[src/rtl/sdram_arb_pkg.sv]
`default_nettype none
// ============================================================================
//  Module      : sdram_arb_pkg
//  Description : Shared constants for the two-client SDRAM port arbiter:
//                parameter defaults, FSM state codes and grant encodings.
//  Revision    : 1.0 - initial release
// ============================================================================
package sdram_arb_pkg;

    localparam int BL_DEFAULT     = 8;
    localparam int ADDR_W_DEFAULT = 24;
    localparam int DATA_W_DEFAULT = 16;

    // Arbiter FSM state codes
    localparam logic [2:0] ST_IDLE     = 3'd0;
    localparam logic [2:0] ST_ISSUE_RD = 3'd1;
    localparam logic [2:0] ST_DATA_RD  = 3'd2;
    localparam logic [2:0] ST_ISSUE_WR = 3'd3;
    localparam logic [2:0] ST_DATA_WR  = 3'd4;

    // Port ownership encodings (bit0 = read client, bit1 = write client)
    localparam logic [1:0] GNT_NONE = 2'b00;
    localparam logic [1:0] GNT_RD   = 2'b01;
    localparam logic [1:0] GNT_WR   = 2'b10;

endpackage
`default_nettype wire

[src/rtl/rr_arb2.sv]
`default_nettype none
// ============================================================================
//  Module      : rr_arb2
//  Description : Two-way round-robin pick between read and write requesters.
//                Holds the last-grant flag, which starts as "write" so the
//                read client wins the first contention.
//  Revision    : 1.0 - initial release
// ============================================================================
module rr_arb2
    import sdram_arb_pkg::*;
(
    input  logic       clk,
    input  logic       rst,
    input  logic       en_i,       // arbitration allowed this cycle
    input  logic       req_rd_i,
    input  logic       req_wr_i,
    output logic [1:0] gnt_o       // GNT_NONE / GNT_RD / GNT_WR
);

    logic last_wr_q;
    logic last_wr_d;

    // Pick a requester; on contention favour the one not served last
    always_comb begin
        gnt_o = GNT_NONE;
        if (en_i) begin
            if (req_rd_i && req_wr_i) begin
                gnt_o = last_wr_q ? GNT_RD : GNT_WR;
            end else if (req_rd_i) begin
                gnt_o = GNT_RD;
            end else if (req_wr_i) begin
                gnt_o = GNT_WR;
            end
        end
    end

    // Every issued grant is accepted immediately, so it updates the flag
    always_comb begin
        last_wr_d = last_wr_q;
        if (gnt_o == GNT_RD) begin
            last_wr_d = 1'b0;
        end else if (gnt_o == GNT_WR) begin
            last_wr_d = 1'b1;
        end
    end

    // Last-grant flag register
    always_ff @(posedge clk) begin
        if (rst) begin
            last_wr_q <= 1'b1;
        end else begin
            last_wr_q <= last_wr_d;
        end
    end

endmodule
`default_nettype wire

[src/rtl/sdram_port_arb.sv]
`default_nettype none
// ============================================================================
//  Module      : sdram_port_arb
//  Description : Arbitrates one read client and one write client onto a
//                single SDRAM controller port. Each grant issues one command
//                and then forwards BL data beats combinationally, with no
//                buffering, before returning to IDLE.
//  Revision    : 1.0 - initial release
// ============================================================================
module sdram_port_arb
    import sdram_arb_pkg::*;
#(
    parameter int BL     = BL_DEFAULT,
    parameter int ADDR_W = ADDR_W_DEFAULT,
    parameter int DATA_W = DATA_W_DEFAULT
)(
    input  logic              sdram_clk,
    input  logic              rst,
    // read client
    input  logic [ADDR_W-1:0] rd_addr,
    input  logic              rd_avalid,
    output logic              rd_aready,
    output logic [DATA_W-1:0] rd_data,
    output logic              rd_valid,
    input  logic              rd_ready,
    // write client
    input  logic [ADDR_W-1:0] wr_addr,
    input  logic              wr_avalid,
    output logic              wr_aready,
    input  logic [DATA_W-1:0] wr_data,
    input  logic              wr_valid,
    output logic              wr_ready,
    // controller
    output logic [ADDR_W-1:0] sd_addr,
    output logic              sd_we,
    output logic              sd_avalid,
    input  logic              sd_aready,
    output logic [DATA_W-1:0] sd_wdata,
    output logic              sd_wvalid,
    input  logic              sd_wready,
    input  logic [DATA_W-1:0] sd_rdata,
    input  logic              sd_rvalid,
    output logic              sd_rready,
    // status
    output logic              busy,
    output logic [1:0]        grant
);

    // Beat index of the final beat in a burst
    localparam logic [3:0] LAST_BEAT = 4'(BL - 1);

    logic [2:0]        state_q, state_d;
    logic [3:0]        cnt_q,   cnt_d;
    logic [ADDR_W-1:0] addr_q,  addr_d;
    logic              we_q,    we_d;
    logic [1:0]        pick;

    rr_arb2 u_rr_arb2 (
        .clk      (sdram_clk),
        .rst      (rst),
        .en_i     (state_q == ST_IDLE),
        .req_rd_i (rd_avalid),
        .req_wr_i (wr_avalid),
        .gnt_o    (pick)
    );

    assign sd_addr = addr_q;
    assign sd_we   = we_q;
    assign busy    = (state_q != ST_IDLE);

    // Next-state, beat counting and combinational data-path steering
    always_comb begin
        state_d   = state_q;
        cnt_d     = cnt_q;
        addr_d    = addr_q;
        we_d      = we_q;
        rd_aready = 1'b0;
        wr_aready = 1'b0;
        sd_avalid = 1'b0;
        rd_data   = '0;
        rd_valid  = 1'b0;
        sd_rready = 1'b0;
        sd_wdata  = '0;
        sd_wvalid = 1'b0;
        wr_ready  = 1'b0;
        grant     = GNT_NONE;
        case (state_q)
            ST_IDLE: begin
                rd_aready = (pick == GNT_RD);
                wr_aready = (pick == GNT_WR);
                if (pick == GNT_RD) begin
                    addr_d  = rd_addr;
                    we_d    = 1'b0;
                    state_d = ST_ISSUE_RD;
                end else if (pick == GNT_WR) begin
                    addr_d  = wr_addr;
                    we_d    = 1'b1;
                    state_d = ST_ISSUE_WR;
                end
            end
            ST_ISSUE_RD: begin
                grant     = GNT_RD;
                sd_avalid = 1'b1;
                if (sd_aready) begin
                    state_d = ST_DATA_RD;
                end
            end
            ST_DATA_RD: begin
                grant     = GNT_RD;
                rd_data   = sd_rdata;
                rd_valid  = sd_rvalid;
                sd_rready = rd_ready;
                if (sd_rvalid && rd_ready) begin
                    if (cnt_q == LAST_BEAT) begin
                        cnt_d   = 4'd0;
                        state_d = ST_IDLE;
                    end else begin
                        cnt_d = cnt_q + 4'd1;
                    end
                end
            end
            ST_ISSUE_WR: begin
                grant     = GNT_WR;
                sd_avalid = 1'b1;
                if (sd_aready) begin
                    state_d = ST_DATA_WR;
                end
            end
            ST_DATA_WR: begin
                grant     = GNT_WR;
                sd_wdata  = wr_data;
                sd_wvalid = wr_valid;
                wr_ready  = sd_wready;
                if (wr_valid && sd_wready) begin
                    if (cnt_q == LAST_BEAT) begin
                        cnt_d   = 4'd0;
                        state_d = ST_IDLE;
                    end else begin
                        cnt_d = cnt_q + 4'd1;
                    end
                end
            end
            default: begin
                state_d = ST_IDLE;
                cnt_d   = 4'd0;
            end
        endcase
    end

    // State, beat counter and latched command registers
    always_ff @(posedge sdram_clk) begin
        if (rst) begin
            state_q <= ST_IDLE;
            cnt_q   <= 4'd0;
            addr_q  <= '0;
            we_q    <= 1'b0;
        end else begin
            state_q <= state_d;
            cnt_q   <= cnt_d;
            addr_q  <= addr_d;
            we_q    <= we_d;
        end
    end

endmodule
`default_nettype wire

[config.mk]
export PLATFORM = sky130hd
export DESIGN_NAME = sdram_port_arb
export DESIGN_NICKNAME = d
export VERILOG_FILES = /design/src/rtl/sdram_arb_pkg.sv /design/src/rtl/rr_arb2.sv /design/src/rtl/sdram_port_arb.sv
export SDC_FILE = /design/constraint.sdc
export NUM_CORES = 1
export LEC_CHECK = 0
export CORE_MARGIN = 5
export CORE_UTILIZATION = 30
export DETAILED_ROUTE_END_ITERATION = 8
export PLACE_DENSITY = 0.79
export SKIP_LAST_GASP = 1
export SYNTH_ARGS = -nofsm -noshare
export SYNTH_HDL_FRONTEND = slang
export SYNTH_SLANG_ARGS = --single-unit
[constraint.sdc]
create_clock -name sdram_clk -period 3.11 [get_ports sdram_clk]
set_clock_uncertainty 0.1 [all_clocks]
set_input_delay 0.7775 -clock sdram_clk [delete_from_list [all_inputs] [get_ports sdram_clk]]
set_output_delay 0.7775 -clock sdram_clk [all_outputs]
set_load 0.03 [all_outputs]
==> results of run 1 <==
routing by layer:
| layer | routed length [µm] | track usage |
|---|---|---|
| met1 | 2710 | 0.175 |
| met4 | 59 | 0.0330 |
| met5 | 0 | 0 |
| met2 | 3660 | 0.284 |
| met3 | 263 | 0.0256 |
state kept, by name, indices dropped and copies added (netlist names):
name / count
sd_addr: 24
cnt_q: 4
state_q: 3
sd_we: 1
u_rr_arb2.last_wr_q: 1
placed cells by master, fill, tap and decap left out, drive strengths merged, types with 2 or more instances in the layout:
master         count
mux2i             26
a21oi              2
inv                6
clkbuf             7
nand3              5
nand2              6
dfxtp             33
clkdlybuf4s50    153
xnor2              2
nor2              31
and2              37
ha                 3
nor3b              3
a21o               3
o21ai              2
nor4               2
nand2b             2
a211oi            26
buf               10
metrics by stage:
step / setup WS (ns) / power (mW) / hold slack (ns)
floorplan: 0.149 / 1.84 / 0.358
finish: 0.135 / 2.77 / 0.383
global placement: 0.149 / 2.41 / 0.372
global route: 0.0383 / 2.96 / 0.405
detailed placement: 0.143 / 2.45 / 0.375
CTS: 0.141 / 2.81 / 0.385
path summary, 6_finish.rpt:
path | start | end | slack, ns | depth (start not counted)
max | sd_rvalid | rd_valid | 0.13 | 3
min | cnt_q[1] | cnt_q[1] | 0.38 | 2
max reg2reg | state_q[1] | sd_addr[12] | 0.67 | 9
min reg2reg | cnt_q[1] | cnt_q[1] | 0.38 | 2
power by group:
part,total (mW),switching [mW],internal (mW)
clock,0.349,0.149,0.200
sequential,0.633,0.0840,0.549
combinational,1.79,0.995,0.790
total,2.77,1.23,1.54
critical path, cell delays in order:
cell	delay, ns
clkdlybuf4s50_1	0.51
and2_1	0.15
clkdlybuf4s50_1	0.66
cell families (layout without fill, tap and decap cells):
kind of cell / after synthesis / count (layout)
multiplexers: 26 / 26
AND/OR/NAND/NOR: 94 / 94
buffers and inverters: 24 / 177
AO/OA/AOI/OAI: 42 / 42
flip-flops: 33 / 33
XOR/XNOR: 2 / 2
adder cells (fa/ha/maj): 3 / 3
final cells by class:
class | instances | area share
timing repair buffer | 163 | 0.439
clock buffer | 7 | 0.0261
tap | 77 | 0.0261
inverter | 6 | 0.00611
clock inverter | 1 | 0.00136
multi-input combinational | 167 | 0.322
sequential | 33 | 0.179
==> impl_metrics.csv, run 1 <==
group,metric,value,unit
status,status,"completed",
synth,synth_common_cells,"37 x and2_1, 33 x dfxtp_1, 29 x nor2_1",
synth,yosysMostFrequentCell,"and2_1",
synth,syn_inst,224,
final_layout,fin_cells,454,
placement,gp_congestion,0.776,
floorplanning,core_area,6390,µm²
placement,dpl.hpwl,5370,µm
sta,tightest_slew,0.483,ns
grt,grt_start_max_net_pins,33,
drt,drt_wl_total,6690,µm
clocking,ctsResizeCount,0,
synth,synthTopCellsByArea,"dfxtp_1 33%, mux2i_1 13%, and2_1 12%",
placement,place_inst,446,
sta,finalCritPeriodShare,0.957,
hold_path,hold_class,"reg2reg",
worst_setup_path,cp.required,2.23,ns
clocking,clkTransAtPathRegs,0.07,ns
clocking,post_cts_buffers,0,
synth,synth_warnings,0,
synth,synth_enable_flop_cells,0,
drt,drtPass1Iterations,4,
floorplanning,die_area,8310,µm²
drt,drc,0,
sta,fmaxAchievable,336,MHz
floorplanning,start_util,0.310,
floorplanning,dieHeight,91.2,µm
sta,setup_viol,0,
final_layout,fin_nets,468,
synth,synth-xor-area-share,0.00886,
drt,num_vias,2091,
grt,grt_pass1_vias,2085,
worst_setup_path,crit_path_end_kind,"output pin",
clocking,cts_sinks,33,
flow_run,cap_viol_max_count,0,
worst_setup_path,cp.arrival,2.10,ns
power_and_ir_drop,peakVddDrop,602,µV
worst_setup_path,worstSetupPathType,"in2out",
sta,timing_hold_violations_final,0,
floorplanning,die_w,91.2,µm
sta,rsz0062_at_grt,"no",
synth,seq_area_frac_synth,0.334,
drt,vias_per_cell,4.61,
final_layout,layout-drive-gt1-share,0.0769,
clocking,tritoncts,"yes",
worst_setup_path,critPathMaxFanout,3,
synth,muxShareOfSynthArea,0.132,
synth,syn_area,1980,µm²
synth,async_flop_share,0,
clocking,cts_max_path_buffers,2,
synth,yosysTopAreaCellShare,0.334,
synth,yosysTopAreaCell,"dfxtp_1",
final_layout,final_cell_area,3680,µm²
clocking,cts_buffers,5,
synth,avgSynthCellArea,8.83,µm²
clocking,worstSkewPairLatency,0.27,ns
drt,drtIter0Drc,35,
synth,synth-adder-area-share,0.0190,
synth,ys_types,44,
sta,maxSlewHeadroom,0.677,
final_layout,fill_cells,570,
drt,routedWlPerCell,14.7,µm
power_and_ir_drop,p_leak,1.42,nW
clocking,cts_root_buffer,"clkbuf_8",
synth,ys_ff_latch,33,
grt,grt.overflow.total,0,
grt,grt_pass1_wl,10500,µm
synth,synth_flop_cell,"dfxtp_1",
placement,portBuffers,155,
final_layout,diodes,0,
synth,synth_nets,316,
placement,dpl-instance-area,3580,µm²
worst_setup_path,cp-start-kind,"input pin",
grt,antenna_found_initial,0,
clocking,htreeDepth,2,
drt,ant_nets,0,
sta,fin_crit,2.98,ns
final_layout,final_util,0.577,
synth,synth_top_family_by_area,"simple AND/OR/NAND/NOR gates",
floorplanning,row_count,29,
sta,fin_tns_setup,0,ns
synth,synth_compound_area_frac,0.164,
clocking,cts_hold_buf,0,
final_layout,multi_input_area,1180,µm²
power_and_ir_drop,p_per_area,751,nW/µm²
sta,finalMaxSlewViolations,0,
final_layout,flow.area_growth_from_synthesis,86.4,%
floorplanning,io_pins,156,
grt,track_usage,0.150,
synth,synth-simple-area-share,0.275,
final_layout,seqCellArea,661,µm²
Power figures use the tool's default switching activity.
==> run 2, diff against run 1 <==
Settings changed: CAP_MARGIN from default to 0.
==> results of run 2 <==
No change in the layout: final DEF, timing and power equal those of run 1.
